--- src/rtl/spi_pkg.sv ---
// Shared definitions for the SPI master arbiter: byte width, state encoding
// and the timeout used when the driver never drops ready.
package spi_pkg;

  localparam int SPI_BYTE = 8;
  localparam int BUSY_TMO = 4;

  typedef enum logic [2:0] {
    S_IDLE,
    S_LOAD,
    S_START,
    S_WAIT_BUSY,
    S_WAIT_DONE,
    S_GAP
  } state_t;

endpackage

--- src/rtl/rr_pick.sv ---
// Round-robin selector: first set bit of req strictly after last_grant,
// wrapping modulo N. Purely combinational so any arbiter can reuse it.
module rr_pick #(
  parameter int N = 2,
  localparam int IW = $clog2(N)
) (
  input  logic [N-1:0]  req,
  input  logic [IW-1:0] last_grant,
  output logic          found,
  output logic [IW-1:0] idx
);

  logic [IW-1:0] cand;

  // Walk from the farthest candidate back to the nearest so the nearest wins.
  always_comb begin
    found = 1'b0;
    idx   = '0;
    cand  = '0;
    for (int k = N; k >= 1; k--) begin
      cand = IW'((int'(last_grant) + k) % N);
      if (req[cand]) begin
        found = 1'b1;
        idx   = cand;
      end
    end
  end

endmodule

--- src/rtl/spi_master_arbiter.sv ---
// Shares one SPI master driver between N_REQ byte-stream requesters, holding
// the grant for a whole burst and returning each MISO byte to its owner.
module spi_master_arbiter
  import spi_pkg::*;
#(
  parameter int N_REQ = 2,
  parameter int GAP   = 2
) (
  input  logic                        clk,
  input  logic                        rst,
  input  logic [N_REQ-1:0]            req,
  input  logic [SPI_BYTE*N_REQ-1:0]   req_data,
  input  logic [N_REQ-1:0]            req_last,
  output logic [N_REQ-1:0]            ack,
  output logic [N_REQ-1:0]            rsp_valid,
  output logic [SPI_BYTE-1:0]         rsp_data,
  output logic [$clog2(N_REQ)-1:0]    grant_id,
  output logic                        busy,
  output logic                        drv_start,
  output logic [SPI_BYTE-1:0]         drv_data,
  input  logic                        drv_ready,
  input  logic [SPI_BYTE-1:0]         drv_out
);

  localparam int IW = $clog2(N_REQ);

  state_t        state, state_nxt;
  logic [IW-1:0] last_grant;
  logic          last_q;
  logic          rsp_pend;
  logic [7:0]    cnt, cnt_nxt;
  logic          pick_found;
  logic [IW-1:0] pick_idx;
  logic          take, ld_byte, cap, fin;

  rr_pick #(.N(N_REQ)) u_pick (
    .req        (req),
    .last_grant (last_grant),
    .found      (pick_found),
    .idx        (pick_idx)
  );

  always_ff @(posedge clk or negedge rst) begin
    if (!rst) begin
      state      <= S_IDLE;
      cnt        <= '0;
      grant_id   <= '0;
      last_grant <= IW'(N_REQ - 1);
      last_q     <= 1'b0;
      rsp_pend   <= 1'b0;
      rsp_data   <= '0;
      drv_data   <= '0;
    end else begin
      state    <= state_nxt;
      cnt      <= cnt_nxt;
      rsp_pend <= cap;
      if (take) grant_id <= pick_idx;
      if (ld_byte) begin
        drv_data <= req_data[SPI_BYTE*int'(grant_id) +: SPI_BYTE];
        last_q   <= req_last[grant_id];
      end
      if (cap) rsp_data <= drv_out;
      if (fin && last_q) last_grant <= grant_id;
    end
  end

  // cnt doubles as the ready-drop timeout and the inter-byte gap timer.
  always_comb begin
    state_nxt = state;
    cnt_nxt   = cnt;
    ack       = '0;
    drv_start = 1'b0;
    take      = 1'b0;
    ld_byte   = 1'b0;
    cap       = 1'b0;
    fin       = 1'b0;
    case (state)
      S_IDLE: begin
        if (pick_found) begin
          take      = 1'b1;
          state_nxt = S_LOAD;
        end
      end
      S_LOAD: begin
        if (req[grant_id] && drv_ready) begin
          ack[grant_id] = 1'b1;
          ld_byte       = 1'b1;
          state_nxt     = S_START;
        end
      end
      S_START: begin
        drv_start = 1'b1;
        cnt_nxt   = 8'(BUSY_TMO);
        state_nxt = S_WAIT_BUSY;
      end
      S_WAIT_BUSY: begin
        if (!drv_ready || cnt == 8'd1) state_nxt = S_WAIT_DONE;
        else cnt_nxt = cnt - 8'd1;
      end
      S_WAIT_DONE: begin
        // rsp_valid occupies one extra cycle here before the gap starts.
        if (rsp_pend) begin
          fin = 1'b1;
          if (GAP > 0) begin
            cnt_nxt   = 8'(GAP);
            state_nxt = S_GAP;
          end else begin
            state_nxt = last_q ? S_IDLE : S_LOAD;
          end
        end else if (drv_ready) begin
          cap = 1'b1;
        end
      end
      S_GAP: begin
        if (cnt == 8'd1) state_nxt = last_q ? S_IDLE : S_LOAD;
        else cnt_nxt = cnt - 8'd1;
      end
      default: state_nxt = S_IDLE;
    endcase
  end

  always_comb begin
    rsp_valid = '0;
    if (rsp_pend) rsp_valid[grant_id] = 1'b1;
  end

  assign busy = (state != S_IDLE);

endmodule

--- config.mk ---
export PLATFORM = sky130hd
export DESIGN_NAME = spi_master_arbiter
export DESIGN_NICKNAME = d
export VERILOG_FILES = /design/src/rtl/spi_pkg.sv /design/src/rtl/rr_pick.sv /design/src/rtl/spi_master_arbiter.sv
export SDC_FILE = /design/constraint.sdc
export NUM_CORES = 1
export LEC_CHECK = 0
export CAP_MARGIN = 15
export CORE_UTILIZATION = 23
export CTS_CLUSTER_SIZE = 12
export DETAILED_ROUTE_END_ITERATION = 6
export SKIP_CTS_REPAIR_TIMING = 1
export SYNTH_ARGS = -nofsm -noshare
export SYNTH_HDL_FRONTEND = slang
export SYNTH_SLANG_ARGS = --single-unit
--- constraint.sdc ---
create_clock -name clk -period 2.15 [get_ports clk]
set_input_delay 0.215 -clock clk [delete_from_list [all_inputs] [get_ports clk]]
set_output_delay 0.215 -clock clk [all_outputs]
set_load 0.05 [all_outputs]
## Word level (Yosys, flattened, before mapping)

Index checks and enable logic that the tools add are counted.

| operators by class | value |
|---|---|
| multiplexer cells | 38 |
| reduce and logical (&&, ||, !) cells | 10 |
| shift operators | 1 |
| equality and inequality tests | 13 |
| $add $sub $neg | 3 |
| magnitude comparators | 4 |

Operators with widths:

| kind | number |
|---|---|
| $pmux 8 s4 | 1 |
| $mux 1 | 24 |
| $mux 8 | 3 |
| $pmux 3 s6 | 1 |
| $shiftx 16x5->8 | 1 |
| $mux 3 | 5 |
| $ne 2x2->1 const B | 7 |
| $eq 8x1->1 const B | 1 |
| $sub 8x1->8 const B | 1 |
| $eq 3x2->1 const B | 2 |
| $eq 3x3->1 const B | 2 |
| $lt 1x2->1 const B | 3 |
| $mux 2 | 3 |
| $reduce_and 5->1 | 1 |
| $reduce_and 4->1 | 1 |
| $reduce_bool 4->1 | 1 |
| $eq 3x1->1 const B | 1 |
| $logic_and 1x1->1 | 3 |
| $logic_not 3->1 | 1 |
| $reduce_bool 3->1 | 1 |
| $add 1x1->1 const B | 2 |
| $demux 1 s1 | 1 |
| $ge 1x1->1 const B | 1 |
| $logic_not 1->1 | 1 |
| $logic_or 1x1->1 | 1 |

| storage, ports and cells | value |
|---|---|
| bits of input ports | 31 |
| bits in registers | 31 |
| output and inout bits | 23 |
| logic and storage cells | 77 |

## Longest topological paths before layout

| depth | value |
|---|---|
| depth after elaboration | 7 |
| gate-level depth with buffers | 7 |

## By module

A second synthesis with hierarchy kept.

| second synthesis, totals | value |
|---|---|
| cells, all modules | 161 |
| area total of the unflattened synthesis | 1727.9 um2 |

By module, submodules not included:

| module | instances | area an instance (um2) | cells each | sequential area each (um2) |
|---|---|---|---|---|
| spi_master_arbiter | 1 | 1714.1 | 159 | 777.0 |
| rr_pick | 1 | 13.8 | 2 | 0.0 |

## Least setup slack after synthesis

No wires, ideal clock.

| timing path | value |
|---|---|
| path type | register -> output |
| start | register grant_id |
| end | output ack[0] |
| setup slack | -110 ps |
| path buffers | 2 |
| stages on the path, launching flop included | 6 |
| arrival | 2045 ps |
| path through | dfrtp_1 > buf_2 > mux2_2 > nand4_1 > clkbuf_1 > nor2_1 |

| between the ends | value |
|---|---|
| cells in the longest elaborated chain, start to end | 6 |

RTL lines:

| what | line | text |
|---|---|---|
| from (decl) | spi_master_arbiter.sv:17 | `output logic [$clog2(N_REQ)-1:0] grant_id,` |
| from (signal assigned) | spi_master_arbiter.sv:57 | `if (take) grant_id <= pick_idx;` |
| $lt 1x2->1 (not written as such) / $ge 1x1->1 (equally long branches) | spi_master_arbiter.sv:86 | `ack[grant_id] = 1'b1;` |
| $logic_and 1x1->1 (not written as such) | spi_master_arbiter.sv:86 |  |
| $mux 1 (not written as such) | spi_master_arbiter.sv:86 |  |
| $demux 1 s1 | spi_master_arbiter.sv:86 |  |
| $mux 2 (*) | spi_master_arbiter.sv:85 | `if (req[grant_id] && drv_ready) begin` |
| $mux 2 (*) | spi_master_arbiter.sv:77 | `case (state)` |
| to (decl) | spi_master_arbiter.sv:14 | `output logic [N_REQ-1:0] ack,` |

Every way passes the cells marked *; elsewhere a longest branch is shown, timed or not. The select of a mux whose other input is x is not followed.

## Worst setup path in the final report

| timing path | value |
|---|---|
| start | register cnt[1] |
| end | register state[2] |

| between the ends | value |
|---|---|
| cells in the longest elaborated chain, start to end | 4 |

RTL lines:

| what | line | text |
|---|---|---|
| from (decl) | spi_master_arbiter.sv:31 | `logic [7:0] cnt, cnt_nxt;` |
| from (signal assigned) | spi_master_arbiter.sv:55 | `cnt <= cnt_nxt;` |
| $eq 8x1->1 (*) | spi_master_arbiter.sv:97, spi_master_arbiter.sv:115 |  |
| $logic_or 1x1->1 | spi_master_arbiter.sv:97 | `if (!drv_ready \|\| cnt == 8'd1) state_nxt = S_WAIT_DONE;` |
| $ne 2x2->1 (no source line) | - |  |
| $reduce_and 5->1 (no source line) (*) | - |  |
| to (signal assigned) | spi_master_arbiter.sv:54 | `state <= state_nxt;` |
| to (decl) | spi_master_arbiter.sv:27 | `state_t state, state_nxt;` |

Every way passes the cells marked *; elsewhere a longest branch is shown, timed or not.
A chain may end at the register's enable or synchronous reset.

==> summary by stage <==
Floorplanning
The number of I/O pins is 54. The die covers 7400 um2. The floorplan die width is 86.0 um.

The number of rows created at floorplan is 30. Once the floorplan was initialized, standard cells occupied 23.9% of the core. The area of the placeable core is 6790 um2.

Measured along the y axis, the die boundary spans 86.0 um.

Setup path
The largest single stage delay on the critical path is 0.48 ns. STA classifies the critical path startpoint as a flop. Counting both buffers and inverters, the worst setup path holds a total of 1. The slowest stage of the critical path is the sky130_fd_sc_hd__or4b_4 cell. The largest driver fanout on the critical path is 8. The required time of the critical path is 2.33 ns. The worst setup path is of the flop to flop kind. Data on the critical path arrives at its endpoint at 2.10 ns. Walking the worst path, the cells encountered are inv_1, ha_1, or4b_4, or3_1, a32o_1.

The cell family contributing the most delay on the critical path is simple AND/OR/NAND/NOR gates. The worst setup path is captured at a flop.

Finish
The filler cells instantiated in the layout total 694. Of the cells placed in the final design, the portion with a size suffix greater than 1 is 18.7%. Leaving out fill and tap cells, the most frequent cells in the layout are sky130_fd_sc_hd__clkdlybuf4s50_1, sky130_fd_sc_hd__dfrtp_1, sky130_fd_sc_hd__nand2_1. Relative to the synthesized area, the layout overhead comes to 49.4%. The most common library cell in the layout ignoring fill and taps is sky130_fd_sc_hd__clkdlybuf4s50_1.

Cells fill 35.7% of the core in the end. The number of nets in the layout is 251. The antenna cell count is 0.

Clocking
The maximum buffer depth of the clock tree is 2. In this run the clock root is driven by a sky130_fd_sc_hd__clkbuf_8. Clock-pin slew was measured on the worst setup and hold paths at 0.08 ns. The number of clock buffers inserted by TritonCTS is 5. The H-tree level count is 2. The later pin in the worst-skew pair is clocked with a latency of 0.29 ns. The CTS tree is yes. Counting every sink on the clock net gives 31.

Synth
A synthesized cell averages 10.2 um2. After synthesis, the share of flip-flops with an asynchronous set or reset is 100%. The most frequently used flop master after synthesis is sky130_fd_sc_hd__dfrtp_1. The number of warning messages in the yosys log is 0. The fraction of the mapped netlist area in adder cells is 1.54%. The number of storage elements in the synthesis netlist is 31.

When the netlist entered floorplanning its net count stood at 192. Of the post-synthesis cell area, the dominant cell type holds 46.2%. The main combinational cell family by area after synthesis is simple AND/OR/NAND/NOR gates.

Measured against the total synthesized area, the mux share comes to 13.1%. The sequential cell area fraction in the yosys report is 47.8%. Synthesis produced a netlist whose cell count is 159. The synthesized netlist devotes 14.7% of its cell area to compound gates. The number of synthesized flops with an enable pin is 0. After synthesis, the cell types taking the most area are sky130_fd_sc_hd__dfrtp_1, sky130_fd_sc_hd__mux2_2, sky130_fd_sc_hd__mux2i_1, sky130_fd_sc_hd__o21ai_0, sky130_fd_sc_hd__nand2_1. The parity-gate share of the synthesized area counting xor and xnor cells is 0.539%. The cell type contributing the most total cell area after synthesis is sky130_fd_sc_hd__dfrtp_1. The share of synthesized cell area in and, or, nand and nor gates is 17.5%. The cell area that synthesis handed to floorplanning was 1620 um2.

The post-synthesis cell type count is 40.

GRT
After global routing, the most crowded layer is met2. The met2 capacity usage during global routing is 17.1%. The largest net degree at the start of global routing is 32. The first global-routing pass estimated 6690 um of wire.

The via count of the first global-routing pass is 1354. The number of antenna violations at the first check in global routing was 0. The met3 usage is 4.52%. The sum of overflow across all layers after global routing is 0. The met1 track demand over resource in global routing is 15.8%. Across every metal layer, demand over resource in global routing totals 11.7%.

Drt
The final wirelength is 3830 um. The average via count per standard cell is 4.42. In this run the remaining antenna-violating nets after routing total 0. In this run, the number of DRC markers left after iteration 0 of detailed routing was 44. The via count of the routed design is 1393. The routed length per instance is 12.2 um.

After detailed routing, the number of remaining DRC violations is 0. Before antenna repair, the detailed router went through 4 iterations.

Timing
The count of final hold-check violations was 0. Setup violations remaining at the end of the flow were counted as 0. Dividing the final minimum period by the clock period gives 89.4%.

The post-route clock skew is 0.0127 ns. The measured slew at the worst slew-check pin is 0.523 ns. Setup repair after global routing left no endpoint under its margin.

The clock period minus final worst setup slack is 1.92 ns. The sum of negative setup slack is 0 ns. The worst pin sits at a relative slew slack of 65.1%.

The final-report max-slew violation count came to 0. Final hold analysis gives a worst-case slack of 0.332 ns. Based on the critical path, the design can be clocked at up to 0.520 GHz.

Place
The congestion estimate from routability-driven global placement came to 0.777. Detailed placement ended at an HPWL of 2740 um. Port buffering added 53 buffers.

Status
The flow ran to the end, and the final reports show no timing, DRC or antenna violations.

Power
The power density over the cells is 1510 nW/um2. Summed over all cells, the static leakage comes to 1.08 nW. IR analysis of the VDD net gives a maximum drop of 0.814 mV.

Hold path
The worst hold path belongs to the class input pin to asynchronous set/reset pin.

Job
The max-cap check violation count is 0.
worst reg2reg max path, cell delays in order, from the launching register on:
cell                      delay, ns
sky130_fd_sc_hd__dfrtp_1       0.40
sky130_fd_sc_hd__inv_1         0.08
sky130_fd_sc_hd__ha_1          0.13
sky130_fd_sc_hd__or4b_4        0.48
sky130_fd_sc_hd__or3_1         0.48
sky130_fd_sc_hd__a32o_1        0.26
stage by stage:
| step | power, mW | std cells | area (um2) | worst slack [ns] |
|---|---|---|---|---|
| final | 3.68 | 315 | 2430 | 0.228 |
| after global routing | 3.94 | 315 | 2430 | 0.0729 |
| after CTS | 3.71 | 315 | 2420 | 0.0328 |
| after detailed placement | 3.16 | 307 | 2320 | 0.225 |
| after global placement | 3.15 | 307 | 2320 | 0.277 |
| after floorplan | 2.48 | 159 | 1630 | -0.110 |
report_power, final:
| group | switching [mW] | total (mW) | internal (mW) |
|---|---|---|---|
| logic | 1.30 | 2.14 | 0.845 |
| registers | 0.178 | 1.01 | 0.830 |
| clock network | 0.234 | 0.525 | 0.291 |
| total | 1.71 | 3.68 | 1.97 |
cells in the mapped netlist (all sizes together) (2+ instances only):
master,instances
ha,2
nor3,6
mux2,10
inv,8
o21ai,10
o211ai,3
dfrtp,30
a22o,2
a31oi,2
nor2b,3
nand3,7
a21o,3
nor2,13
buf,4
nand2b,2
nand2,14
o2bb2ai,3
a32o,2
nand4,2
clkbuf,6
mux2i,10
or3,3
or4,2
path summary, 6_finish.rpt:
path	start	endpoint	slack (ns)	depth (start not counted)
worst max-delay path	cnt[1]	state[2]	0.23	5
worst min-delay path	rst	cnt[4]	0.33	2
worst min register to register	drv_data[0]	drv_data[0]	0.48	2
worst max register to register	cnt[1]	state[2]	0.23	5
max in group asynchronous	rst	last_grant	1.48	2
min in group clk	drv_data[0]	drv_data[0]	0.48	2
final cells by class:
class | count | area, um2 | share of cell area (%)
Clock inverter | 1 | 7.51 | 0.309
Tap cell | 96 | 120 | 4.95
Inverter | 8 | 30.0 | 1.24
Timing Repair Buffer | 62 | 623 | 25.7
Sequential cell | 31 | 777 | 32.0
Multi-Input combinational cell | 110 | 772 | 31.8
Clock buffer | 7 | 96.3 | 3.97
cells by family (layout without fill, tap and decap cells):
kind of cell               Yosys count  count (layout)
AOI/OAI and AO/OA                   32              32
xor gates and xnor gates             1               1
buffers and inverters               18              78
adders and majority gates            2               2
and+or+nand+nor                     55              55
muxes                               20              20
DFF                                 31              31
registers in the layout, summed over array words and instances (netlist names):
register	cells
cnt	8
drv_data	8
grant_id	1
last_grant	1
last_q	1
rsp_data	8
rsp_pend	1
state	3
layer usage:
layer / share of wire, % / wire [um] / vias up
li1: - / - / 686
met1: 47 / 1810 / 661
met2: 46 / 1750 / 42
met3: 6.6 / 251 / 4
met4: 0.68 / 26 / 0
met5: 0 / 0 / -
(Power assumes the default switching activity.)
